==> config.mk <==
export PLATFORM = sky130hd
export DESIGN_NAME = multicycle_ctrl_fsm_flat
export DESIGN_NICKNAME = d
export VERILOG_FILES = /design/src/rtl/multicycle_ctrl_fsm_pkg.sv /design/src/rtl/multicycle_ctrl_fsm_if.sv /design/src/rtl/multicycle_ctrl_fsm_wait_timer.sv /design/src/rtl/multicycle_ctrl_fsm.sv /design/src/flat_wrapper.sv
export SDC_FILE = /design/constraint.sdc
export NUM_CORES = 1
export LEC_CHECK = 0
export CORE_ASPECT_RATIO = 1.1
export CORE_MARGIN = 2
export CORE_UTILIZATION = 50
export CTS_BUF_LIST = sky130_fd_sc_hd__clkbuf_16
export CTS_CLUSTER_DIAMETER = 30
export CTS_CLUSTER_SIZE = 8
export DETAILED_ROUTE_END_ITERATION = 8
export GPL_TIMING_DRIVEN = 0
export PLACE_DENSITY = 0.9
export SETUP_SLACK_MARGIN = 0.5
export SLEW_MARGIN = 10
export SYNTH_ARGS = -nofsm -noshare
export SYNTH_HDL_FRONTEND = slang
export SYNTH_SLANG_ARGS = --single-unit
export TNS_END_PERCENT = 10
==> constraint.sdc <==
create_clock -name clk -period 1.76 [get_ports clk]
set_input_delay 0.352 -clock clk [delete_from_list [all_inputs] [get_ports clk]]
set_output_delay 0.352 -clock clk [all_outputs]
set_load 0.02 [all_outputs]
==> src/rtl/multicycle_ctrl_fsm_pkg.sv <==
// Shared definitions for the multi-cycle RV32I control sequencer:
// state encoding, opcode constants, instruction-type codes and the
// bit positions inside the 8-bit datapath control word.
package ctrl_pkg;

  typedef enum logic [2:0] {
    S_IDLE   = 3'd0,
    S_FETCH  = 3'd1,
    S_DECODE = 3'd2,
    S_EXEC   = 3'd3,
    S_MEM    = 3'd4,
    S_WB     = 3'd5,
    S_TRAP   = 3'd6,
    S_FAULT  = 3'd7
  } state_t;

  // T_NONE doubles as the reset value and the "illegal opcode" marker
  typedef enum logic [2:0] {
    T_NONE  = 3'd0,
    T_LOAD  = 3'd1,
    T_STORE = 3'd2,
    T_RIMM  = 3'd3,
    T_R     = 3'd4,
    T_B     = 3'd5
  } itype_t;

  localparam logic [6:0] OP_LOAD  = 7'b0000011;
  localparam logic [6:0] OP_STORE = 7'b0100011;
  localparam logic [6:0] OP_RIMM  = 7'b0010011;
  localparam logic [6:0] OP_R     = 7'b0110011;
  localparam logic [6:0] OP_B     = 7'b1100011;

  localparam int CW_PC_WE     = 7;
  localparam int CW_IR_WE     = 6;
  localparam int CW_INC_IMM   = 5;
  localparam int CW_REG_IMM   = 4;
  localparam int CW_ALU_DMEM  = 3;
  localparam int CW_W_REG     = 2;
  localparam int CW_R_DMEM    = 1;
  localparam int CW_W_DMEM    = 0;

  function automatic itype_t decode_opcode(input logic [6:0] op);
    case (op)
      OP_LOAD:  return T_LOAD;
      OP_STORE: return T_STORE;
      OP_RIMM:  return T_RIMM;
      OP_R:     return T_R;
      OP_B:     return T_B;
      default:  return T_NONE;
    endcase
  endfunction

endpackage

==> src/rtl/multicycle_ctrl_fsm_if.sv <==
// Instruction/data memory request-acknowledge bundle. The sequencer is the
// master (drives the requests), the memory side is the slave (drives acks).
interface multicycle_ctrl_fsm_if;
  logic imem_req;
  logic imem_ack;
  logic dmem_req;
  logic dmem_ack;

  modport master (output imem_req, output dmem_req, input imem_ack, input dmem_ack);
  modport slave  (input imem_req, input dmem_req, output imem_ack, output dmem_ack);
endinterface

==> src/rtl/multicycle_ctrl_fsm_wait_timer.sv <==
// Counts un-acknowledged wait cycles in FETCH/MEM. 'expired' is high while
// the current cycle is the last one in which an ack may still be accepted.
module ctrl_wait_timer #(
  parameter int TIMEOUT = 16
) (
  input  logic clk,
  input  logic rst_n,
  input  logic clear,
  input  logic tick,
  output logic expired
);
  localparam int CW = (TIMEOUT > 1) ? $clog2(TIMEOUT) : 1;

  logic [CW-1:0] count;

  // wait-cycle counter: cleared outside wait states, advances per missed ack
  always_ff @(posedge clk or negedge rst_n) begin
    if (!rst_n) begin
      count <= '0;
    end else if (clear) begin
      count <= '0;
    end else if (tick) begin
      count <= count + CW'(1);
    end
  end

  assign expired = (count == CW'(TIMEOUT - 1));
endmodule

==> src/rtl/multicycle_ctrl_fsm.sv <==
// Multi-cycle RV32I control sequencer: IDLE/FETCH/DECODE/EXEC/MEM/WB with
// req/ack memory handshakes, bus-timeout FAULT and performance counters.
// Optional feature macro: CTRL_TRAP_EN (illegal opcode -> one-cycle TRAP
// state with trap pulse; otherwise illegal opcodes retire as NOPs).
// rst_n is expected to be released synchronously to clk by the reset tree.
module multicycle_ctrl_fsm
  import ctrl_pkg::*;
#(
  parameter int TIMEOUT = 16,
  parameter int PERF_W  = 32
) (
  input  logic                 clk,
  input  logic                 rst_n,
  input  logic [6:0]           instr_opcode,
  input  logic                 branch_taken,
  multicycle_ctrl_fsm_if.master bus,
  output logic [7:0]           ctrl_wrd,
  output logic                 fault,
  output logic                 trap,
  output logic [PERF_W-1:0]    cycle_cnt,
  output logic [PERF_W-1:0]    instret_cnt
);

`ifdef CTRL_TRAP_EN
  localparam state_t ILLEGAL_NEXT = S_TRAP;
`else
  localparam state_t ILLEGAL_NEXT = S_WB;
`endif

  state_t state, next_state;
  itype_t itype;
  logic   taken;
  logic   imem_req, dmem_req;
  logic   timer_clear, timer_tick, timer_expired;

  ctrl_wait_timer #(.TIMEOUT(TIMEOUT)) u_wait_timer (
    .clk     (clk),
    .rst_n   (rst_n),
    .clear   (timer_clear),
    .tick    (timer_tick),
    .expired (timer_expired)
  );

  // state register plus the instruction type and branch outcome latches
  always_ff @(posedge clk or negedge rst_n) begin
    if (!rst_n) begin
      state <= S_IDLE;
      itype <= T_NONE;
      taken <= 1'b0;
    end else begin
      state <= next_state;
      if (state == S_DECODE) itype <= decode_opcode(instr_opcode);
      if (state == S_EXEC)   taken <= (itype == T_B) && branch_taken;
    end
  end

  // next-state, memory requests, control word and wait-timer control
  always_comb begin
    next_state  = state;
    ctrl_wrd    = '0;
    imem_req    = 1'b0;
    dmem_req    = 1'b0;
    timer_clear = 1'b1;
    timer_tick  = 1'b0;
    case (state)
      S_IDLE: next_state = S_FETCH;
      S_FETCH: begin
        imem_req           = 1'b1;
        ctrl_wrd[CW_IR_WE] = bus.imem_ack;
        timer_clear        = 1'b0;
        timer_tick         = !bus.imem_ack;
        if (bus.imem_ack)       next_state = S_DECODE;
        else if (timer_expired) next_state = S_FAULT;
      end
      S_DECODE: begin
        if (decode_opcode(instr_opcode) == T_NONE) next_state = ILLEGAL_NEXT;
        else                                       next_state = S_EXEC;
      end
      S_EXEC: begin
        ctrl_wrd[CW_REG_IMM] = (itype == T_LOAD) || (itype == T_STORE) || (itype == T_RIMM);
        if ((itype == T_LOAD) || (itype == T_STORE)) next_state = S_MEM;
        else                                         next_state = S_WB;
      end
      S_MEM: begin
        dmem_req            = 1'b1;
        ctrl_wrd[CW_R_DMEM] = (itype == T_LOAD);
        ctrl_wrd[CW_W_DMEM] = (itype == T_STORE);
        timer_clear         = 1'b0;
        timer_tick          = !bus.dmem_ack;
        if (bus.dmem_ack)       next_state = S_WB;
        else if (timer_expired) next_state = S_FAULT;
      end
      S_WB: begin
        ctrl_wrd[CW_PC_WE]    = 1'b1;
        ctrl_wrd[CW_INC_IMM]  = taken && (itype == T_B);
        ctrl_wrd[CW_W_REG]    = (itype == T_LOAD) || (itype == T_R) || (itype == T_RIMM);
        ctrl_wrd[CW_ALU_DMEM] = (itype == T_LOAD);
        next_state            = S_FETCH;
      end
`ifdef CTRL_TRAP_EN
      S_TRAP: begin
        ctrl_wrd[CW_PC_WE] = 1'b1;
        next_state         = S_FETCH;
      end
`endif
      S_FAULT: next_state = S_FAULT;
      default: next_state = S_IDLE;
    endcase
  end

  assign bus.imem_req = imem_req;
  assign bus.dmem_req = dmem_req;
  assign fault        = (state == S_FAULT);

`ifdef CTRL_TRAP_EN
  assign trap = (state == S_TRAP);
`else
  assign trap = 1'b0;
`endif

  // free-running cycle counter and retired-instruction counter, both frozen in FAULT
  always_ff @(posedge clk or negedge rst_n) begin
    if (!rst_n) begin
      cycle_cnt   <= '0;
      instret_cnt <= '0;
    end else begin
      if (state != S_FAULT) cycle_cnt <= cycle_cnt + PERF_W'(1);
      if (state == S_WB)    instret_cnt <= instret_cnt + PERF_W'(1);
    end
  end

endmodule
==> src/flat_wrapper.sv <==
// flat-port wrapper written by rule: the top's interface ports become plain ports
module multicycle_ctrl_fsm_flat import ctrl_pkg::*;
#(
  parameter int TIMEOUT = 16,
  parameter int PERF_W  = 32
)
  (clk, rst_n, instr_opcode, branch_taken, ctrl_wrd, fault, trap, cycle_cnt, instret_cnt, bus_imem_req, bus_dmem_req, bus_imem_ack, bus_dmem_ack);
  multicycle_ctrl_fsm_if bus_i ();
  input  logic clk;
  input  logic rst_n;
  input  logic [6:0] instr_opcode;
  input  logic branch_taken;
  output logic [7:0] ctrl_wrd;
  output logic fault;
  output logic trap;
  output logic [PERF_W-1:0] cycle_cnt;
  output logic [PERF_W-1:0] instret_cnt;
  output wire logic [$bits(bus_i.imem_req)-1:0] bus_imem_req;
  output wire logic [$bits(bus_i.dmem_req)-1:0] bus_dmem_req;
  input wire logic [$bits(bus_i.imem_ack)-1:0] bus_imem_ack;
  input wire logic [$bits(bus_i.dmem_ack)-1:0] bus_dmem_ack;
  assign bus_imem_req = bus_i.imem_req;
  assign bus_dmem_req = bus_i.dmem_req;
  assign bus_i.imem_ack = bus_imem_ack;
  assign bus_i.dmem_ack = bus_dmem_ack;
  multicycle_ctrl_fsm #(.TIMEOUT(TIMEOUT), .PERF_W(PERF_W)) u_core (.clk(clk), .rst_n(rst_n), .instr_opcode(instr_opcode), .branch_taken(branch_taken), .bus(bus_i), .ctrl_wrd(ctrl_wrd), .fault(fault), .trap(trap), .cycle_cnt(cycle_cnt), .instret_cnt(instret_cnt));
endmodule
==> reports/qor.csv, run 1 <==
stage,metric,value,unit
global_routing,vias in the first global route,3147,
global_routing,total gr overflow,0,
critical_path,startpoint type of the worst setup path,flop,
critical_path,crit path DAT,1470,ps
floorplan,FP Rows,32,
pwr,total leakage power,2.60,nW
global_routing,pin count of the biggest net entering global routing,41,
critical_path,critical-path cell list,"buf_6, clkbuf_16, nor4_4, buf_4",
timing,fin crit share,103,%
timing,RSZ-0062 raised after global routing,true,
run_status,outcome,"complete, but fails checks",
pwr,Switching Fraction,34.9,%
synthesis,sequential area share after synthesis,51.1,%
timing,"Worst Setup Slack, final",-61.2,ps
floorplan,Die ar.,8040,sq um
timing,min Tclk post-route,1820,ps
timing,Final setup viols,6,
clock_network,CTS Buf Count,9,
critical_path,slowest cell on the critical path,dfrtp_1,
clock_network,TritonCTS clock tree,done,
timing,setup TNS,-168,ps
drt,drt wl/cell,19.2,um
synthesis,gate count of the mapped netlist,341,
place,GP Congestion,0.860,
synthesis,number of synthesized flops with an enable pin,0,
drt,# DRC,0,
layout,utilization after layout,82.4,%
run_status,failing checks,negative setup slack,
synthesis,share of flip-flops with an asynchronous set or reset,100,%
clock_network,clock buffer depth,2,
drt,total number of vias,3293,
layout,post-route cell area,5800,sq um
timing,Clock Skew,9.37,ps
drt,drt pass-1 iters,5,
critical_path,CP Capture Type,primary output,
layout,n_diodes,0,
critical_path,CP Max Fanout,6,
layout,nets@finish,491,
drt,WL final,10.8,mm
synthesis,syn nets,356,
floorplan,chip height,93.9,um
floorplan,die width,85.7,um
critical_path,"Data required, critical path",1410,ps
place,pre-CTS setup slack,-302,ps
floorplan,Top Ports,88,
pwr,Peak VDD IR,0.900,mV
global_routing,initial antenna violation count,0,
drt,post-route ant nets,0,
pwr,Psw,0.00234,W
pwr,Comb pwr share,38.7,%
place,placed cell area,4760,sq um
pwr,Int Pwr,0.00436,W
clock_network,root buffer cell,clkbuf_16,
synthesis,Main synth FF type,dfrtp_1,
clock_network,clock insertion delay at the later pin of the skew report,330,ps
timing,Max Slew Vio Count,0,
synthesis,Mean Syn Cell Area,10.8,sq um
drt,Vias/cell,5.82,
floorplan,CORE AREA,7050,sq um
drt,initial DRC count,182,
layout,layout cells sized above 1,48.9,%
critical_path,Crit path largest cell delay,400,ps
synthesis,#FFs+latches synth,75,
synthesis,"Warnings, synthesis",0,
synthesis,Syn Std Cell Area,3670,sq um
place,hpwl dp,5.92,mm
global_routing,Total Routing Usage GR,24.1,%
job,maxcap violations,0,
clock_network,CTS sink count,75,
hold_path,hold crit path type,reg2reg,
critical_path,Crit Path Category,reg2out,
synthesis,synth unique cells,45,
place,Port Buffers,86,
clock_network,"Reg clk slew, reported paths",60,ps
layout,Layout area overhead,58.1,%
global_routing,first-pass GRT wire length,15.2,mm
floorplan,Initial Util,52.1,%
clock_network,H-tree levels,3,
timing,f_max,0.549,GHz
timing,final hold vios,0,
pwr,sequential share of power,34.2,%
pwr,Clock Power Share,27.1,%
pwr,PD cells,1160,nW/um^2
-- stage by stage --
stage / std cells / power, W / hold slack (ps)
final: 566 / 0.00670 / 473
after global routing: 566 / 0.00697 / 503
after CTS: 553 / 0.00628 / 466
after detailed placement: 513 / 0.00403 / 337
after global placement: 512 / 0.00397 / 459
after floorplan: 341 / 0.00335 / 56.4
-- power groups by stage --
| stage | registers (W) | clock network [W] | logic (W) |
|---|---|---|---|
| 2_1_floorplan | 0.00236 | 0 | 0.000990 |
| 3_3_place_gp | 0.00224 | 0 | 0.00173 |
| 5_1_grt | 0.00233 | 0.00189 | 0.00275 |
| 6_report | 0.00229 | 0.00181 | 0.00260 |
| 4_1_cts | 0.00224 | 0.00180 | 0.00224 |
| 3_5_place_dp | 0.00225 | 0 | 0.00177 |
-- cells in the mapped netlist (2+ instances only) --
master    instances  area, sq um
a31oi_1           2         12.5
and3_1           11         68.8
nor3_1            5         25.0
nor4_1            3         18.8
buf_2             3         15.0
nand3_1          26          130
xor2_1           11         96.3
nand4b_1          3         26.3
o21ai_0           5         25.0
and2_1            6         37.5
clkbuf_1          4         15.0
ha_1              3         37.5
mux2i_1           3         30.0
nand4_1          28          175
nand2b_1          5         31.3
nor4_2            2         25.0
a211oi_2          2         25.0
xnor2_1          55          482
buf_4             3         22.5
inv_1             8         30.0
nor2_1           16         60.1
buf_6             2         22.5
a21oi_1           6         30.0
nor4_4            2         42.5
dfrtp_1          75         1880
nand2_1          29          109
and4_1            5         43.8
-- routing by layer --
metal  vias up  global-route usage [%]  share of wire, %
li1       1470                       -                 -
met2       157                    41.1                53
met1      1628                    29.3                39
met5         -                       0                 0
met4         0                    10.7               2.9
met3        38                    5.18               5.5
-- cell type report --
type,instances,area (sq um)
buffer,12,140
timing repair buffer,124,1240
clock inverter,7,66.3
tap,85,106
fill,365,1240
clock buffer,9,225
sequential,75,1930
multi-input combinational,245,2060
inverter,9,38.8
-- cell families (layout without fill, tap and decap cells) --
logic type,after synthesis,in the layout,synth area share [%]
AO/OA/AOI/OAI,20,20,3.58
XOR/XNOR,66,66,15.7
adder cells (fa/ha/maj),3,3,1.02
buffers and inverters,21,161,2.96
flip-flops,75,75,51.1
multiplexers,4,4,1.12
other,1,1,0.102
AND/OR/NAND/NOR,151,151,24.3
-- final timing paths --
path,start,to,slack [ps],cells past startpoint
max reg2reg,u_core.state[1],u_core.instret_cnt[16],-50,6
max,u_core.state[1],ctrl_wrd[1],-60,4
max in group asynchronous,rst_n,u_core.itype[1],630,3
min,u_core.instret_cnt[31],u_core.instret_cnt[31],470,1
min in group asynchronous,rst_n,u_core.instret_cnt[31],530,2
min reg2reg,u_core.instret_cnt[31],u_core.instret_cnt[31],470,1
-- cells in the final DEF (no fill, tap or decap), types with 8 or more instances in the layout --
master | netlist | routed
nand3_2 | 0 | 8
nor2_1 | 16 | 9
clkdlybuf4s50_1 | 0 | 15
buf_4 | 3 | 31
dfrtp_1 | 75 | 36
xnor2_1 | 55 | 48
dfrtp_2 | 0 | 39
nand3_1 | 26 | 15
nand2_1 | 29 | 23
and3_1 | 11 | 10
xor2_1 | 11 | 11
nand4_1 | 28 | 28
buf_6 | 2 | 78
clkbuf_16 | 0 | 10
-- what timing repair did --
action | in CTS | in global routing
hold buffers | 1 | 0
setup buffers | 21 | 13
pin swaps | 32 | 39
setup endpoints to repair | 138 | 143
endpoints found under the hold margin | 18 | 0
gates cloned | 2 | 0
resized for setup | 379 | 140
-- sequential cells by signal, summed over array words and instances, names as in the netlist --
name	flops
u_core.cycle_cnt	32
u_core.instret_cnt	32
u_core.u_wait_timer.count	4
u_core.itype	3
u_core.state	3
u_core.taken	1
-- worst max-delay path, delay by kind of cell, from the launching register on --
kind          cells  cell delay [ps]
flops             1              400
simple gates      1              260
buf+inv           3              490
No activity file was read; power rests on OpenSTA's default activity.
==> run 2: changes to the inputs <==
Settings changed: ABC_AREA set to 1, CORE_UTILIZATION 50 to 52.
==> run 2 against run 1 <==
Effect of this change:
- largest cell class unchanged
- wire length up 72%
- largest power group is now clock
- highest routed layer unchanged
- combinational power down 97%
- setup slack got worse by 100 ps
- the flow still finishes with violations (negative setup slack)
==> reports/qor.csv, run 2 <==
stage,metric,value,unit,change
run_status,outcome,"complete, but fails checks",,unchanged
run_status,failing checks,negative setup slack,,unchanged
clock_network,root buffer cell,clkbuf_16,,unchanged
global_routing,first-pass GRT wire length,27.0,mm,was 15.2 mm
timing,Final setup viols,20,,was 6
synthesis,Synth area leaders,"dfrtp_1 (42%), nand2_1 (21%), nor2_1 (8.2%)",,"was dfrtp_1 (51%), xnor2_1 (13%), nand4_1 (4.8%)"
clock_network,clock buffer depth,2,,unchanged
timing,"Worst Setup Slack, final",-163,ps,was -61.2 ps
synthesis,syn nets,650,,was 356
clock_network,H-tree levels,3,,unchanged
layout,area of the multi-input gates,3040,sq um,was 2060 sq um
synthesis,synth unique cells,33,,was 45
place,hpwl dp,8.41,mm,was 5.92 mm
drt,drt wl/cell,21.0,um,was 19.2 um
timing,f_max,0.520,GHz,was 0.549 GHz
floorplan,Initial Util,53.5,%,was 52.1%
pwr,total leakage power,3.08,nW,was 2.60 nW
clock_network,TritonCTS clock tree,done,,unchanged
floorplan,die width,92.6,um,was 85.7 um
synthesis,commonest cells in the netlist,"nand2_1 (255), nor2_1 (98), dfrtp_1 (75)",,"was dfrtp_1 (75), xnor2_1 (55), nand2_1 (29)"
layout,Layout area overhead,57.0,%,was 58.1%
synthesis,number of synthesized flops with an enable pin,0,,unchanged
synthesis,Main synth FF type,dfrtp_1,,unchanged
synthesis,share of the synthesized area in the top cell type,41.8,%,was 51.1%
critical_path,Crit Path Category,reg2out,,unchanged
critical_path,crit path DAT,1570,ps,was 1470 ps
floorplan,Die ar.,9400,sq um,was 8040 sq um
floorplan,Top Ports,88,,unchanged
place,Port Buffers,86,,unchanged
timing,RSZ-0062 raised after global routing,true,,unchanged
critical_path,slowest cell on the critical path,dfrtp_2,,was dfrtp_1
critical_path,Crit path largest cell delay,480,ps,was 400 ps
place,GP Congestion,0.954,,was 0.860
synthesis,post-synth top area cell,dfrtp_1,,unchanged
timing,Clock Skew,12.1,ps,was 9.37 ps
pwr,Tot Pwr,0.00374,W,was 0.00670 W
drt,WL final,18.6,mm,was 10.8 mm
timing,final hold vios,0,,unchanged
layout,Reg area,1940,sq um,was 1930 sq um
drt,post-route ant nets,0,,unchanged
synthesis,top-count cell post-synth,nand2_1,,was dfrtp_1
synthesis,Mean Syn Cell Area,7.08,sq um,was 10.8 sq um
global_routing,pin count of the biggest net entering global routing,56,,was 41
clock_network,"Reg clk slew, reported paths",70,ps,was 60 ps
floorplan,FP Rows,35,,was 32
global_routing,vias in the first global route,5193,,was 3147
drt,drt pass-1 iters,7,,was 5
synthesis,gate count of the mapped netlist,635,,was 341
layout,"commonest non-fill, non-tap cell in the layout",nand2_1,,was buf_6
floorplan,CORE AREA,8410,sq um,was 7050 sq um
timing,Hold WS,447,ps,was 473 ps
global_routing,total gr overflow,0,,unchanged
layout,nets@finish,787,,was 491
global_routing,initial antenna violation count,0,,unchanged
critical_path,"Data required, critical path",1410,ps,about the same
timing,min Tclk post-route,1920,ps,was 1820 ps
synthesis,sequential area share after synthesis,41.8,%,was 51.1%
timing,Max Slew Vio Count,0,,unchanged
layout,n_diodes,0,,unchanged
drt,# DRC,0,,unchanged
clock_network,CTS Buf Count,9,,unchanged
critical_path,Top delay family on crit path,flip-flops,,was buffers and inverters
drt,Vias/cell,6.09,,was 5.82
pwr,PD cells,530,nW/um^2,was 1160 nW/um^2
critical_path,CP Max Fanout,6,,unchanged
global_routing,Total Routing Usage GR,37.1,%,was 24.1%
clock_network,CTS sink count,75,,unchanged
timing,fin crit share,109,%,was 103%
clock_network,clock insertion delay at the later pin of the skew report,350,ps,was 330 ps
layout,biggest regs,"u_core.cycle_cnt x32, u_core.instret_cnt x32, u_core.u_wait_timer.count x4",,unchanged
layout,most frequent cells in the layout,"nand2_1 (207), buf_6 (83), dfrtp_2 (52)",,"was buf_6 (78), xnor2_1 (48), dfrtp_2 (39)"
synthesis,Syn Std Cell Area,4490,sq um,was 3670 sq um
synthesis,share of flip-flops with an asynchronous set or reset,100,%,unchanged
layout,FILL cells,406,,was 365
pwr,Peak VDD IR,0.610,mV,was 0.900 mV
drt,total number of vias,5412,,was 3293
critical_path,critical-path cell list,"inv_2, nand3_4, buf_12, a211oi_4, buf_6",,"was buf_6, clkbuf_16, nor4_4, buf_4"
critical_path,CP Capture Type,primary output,,unchanged
job,maxcap violations,0,,unchanged
critical_path,startpoint type of the worst setup path,flop,,unchanged
synthesis,#FFs+latches synth,75,,unchanged
layout,layout cells sized above 1,44.7,%,was 48.9%
critical_path,Worst Path Buf+Inv,3,,unchanged
drt,initial DRC count,679,,was 182
hold_path,hold crit path type,in2async,,was reg2reg
floorplan,chip height,102,um,was 93.9 um
synthesis,"Warnings, synthesis",0,,unchanged
## run 2: changes by cell type after synthesis, moves of 6 or more
cell / delta
xor2_1: +13
and3_1: -11
nor2_1: +82
nand2_1: +226
and2_1: -6
nand4_1: -22
nor2_2: +7
inv_1: +47
nand3_1: +17
nand3b_1: +6
xnor2_1: -40
## run 2: routing by layer
| metal | share of wire [%] | wire length [um] | track usage (%) | up-vias |
|---|---|---|---|---|
| li1 | - | - | - | 2244 |
| met1 | 33 | 6170 | 42.8 | 2512 |
| met2 | 49 | 9040 | 64.1 | 497 |
| met3 | 9.9 | 1840 | 8.41 | 159 |
| met4 | 8.4 | 1560 | 20.9 | 0 |
| met5 | 0 | 0 | 0 | - |
## run 2: through the flow
stage          worst slack, ps  instances  utilization, %  TNS (ps)  area (sq um)
6_report                  -163        888            83.9     -1370          7050
5_1_grt                   -179        888            83.9     -1960          7050
4_1_cts                  -61.4        873            81.2      -178          6830
3_5_place_dp              -358        833            67.2     -2220          5650
3_3_place_gp             -2580        832            66.9   -175310          5620
2_1_floorplan              267        635               -         0          4620
## run 2: final timing paths
| check | start | endpoint | slack (ps) | depth (start not counted) |
|---|---|---|---|---|
| worst min-delay path | rst_n | u_core.instret_cnt[9] | 450 | 2 |
| worst max register to register | u_core.state[1] | u_core.instret_cnt[19] | -90 | 8 |
| worst min register to register | u_core.instret_cnt[10] | u_core.instret_cnt[10] | 530 | 1 |
| worst max-delay path | u_core.state[1] | ctrl_wrd[2] | -160 | 5 |
| min in group clk | u_core.instret_cnt[10] | u_core.instret_cnt[10] | 530 | 1 |
| max in group asynchronous | rst_n | u_core.cycle_cnt[0] | 690 | 3 |
## run 2: final cells by class
type | count | area share, %
timing repair buffer | 126 | 18.9
tap | 111 | 1.97
clock inverter | 7 | 0.976
clock buffer | 9 | 3.19
buffer | 6 | 1.21
sequential | 75 | 27.5
multi-input combinational | 497 | 43.0
inverter | 57 | 3.25
## run 2: where the power goes
| group | switching [W] | total [W] | internal, W |
|---|---|---|---|
| registers | 0 | 0.00172 | 0.00172 |
| logic | 0.0000554 | 0.0000894 | 0.0000340 |
| clock network | 0.000836 | 0.00193 | 0.00109 |
| total | 0.000891 | 0.00374 | 0.00285 |
## run 2: kinds of logic after synthesis
logic type / count (synthesis) / synth area share, %
AO/OA/AOI/OAI: 14 / 1.73
XOR/XNOR: 39 / 7.60
adder cells (fa/ha/maj): 3 / 0.835
buffers and inverters: 63 / 5.57
flip-flops: 75 / 41.8
other: 1 / 0.0834
AND/OR/NAND/NOR: 440 / 42.4
## run 2: what timing repair did
item	4_1_cts	5_1_grt
setup endpoints to repair	139	146
pin swaps	88	24
endpoints found under the hold margin	20	0
hold buffers	1	0
resized for setup	649	33
buffers inserted	23	15
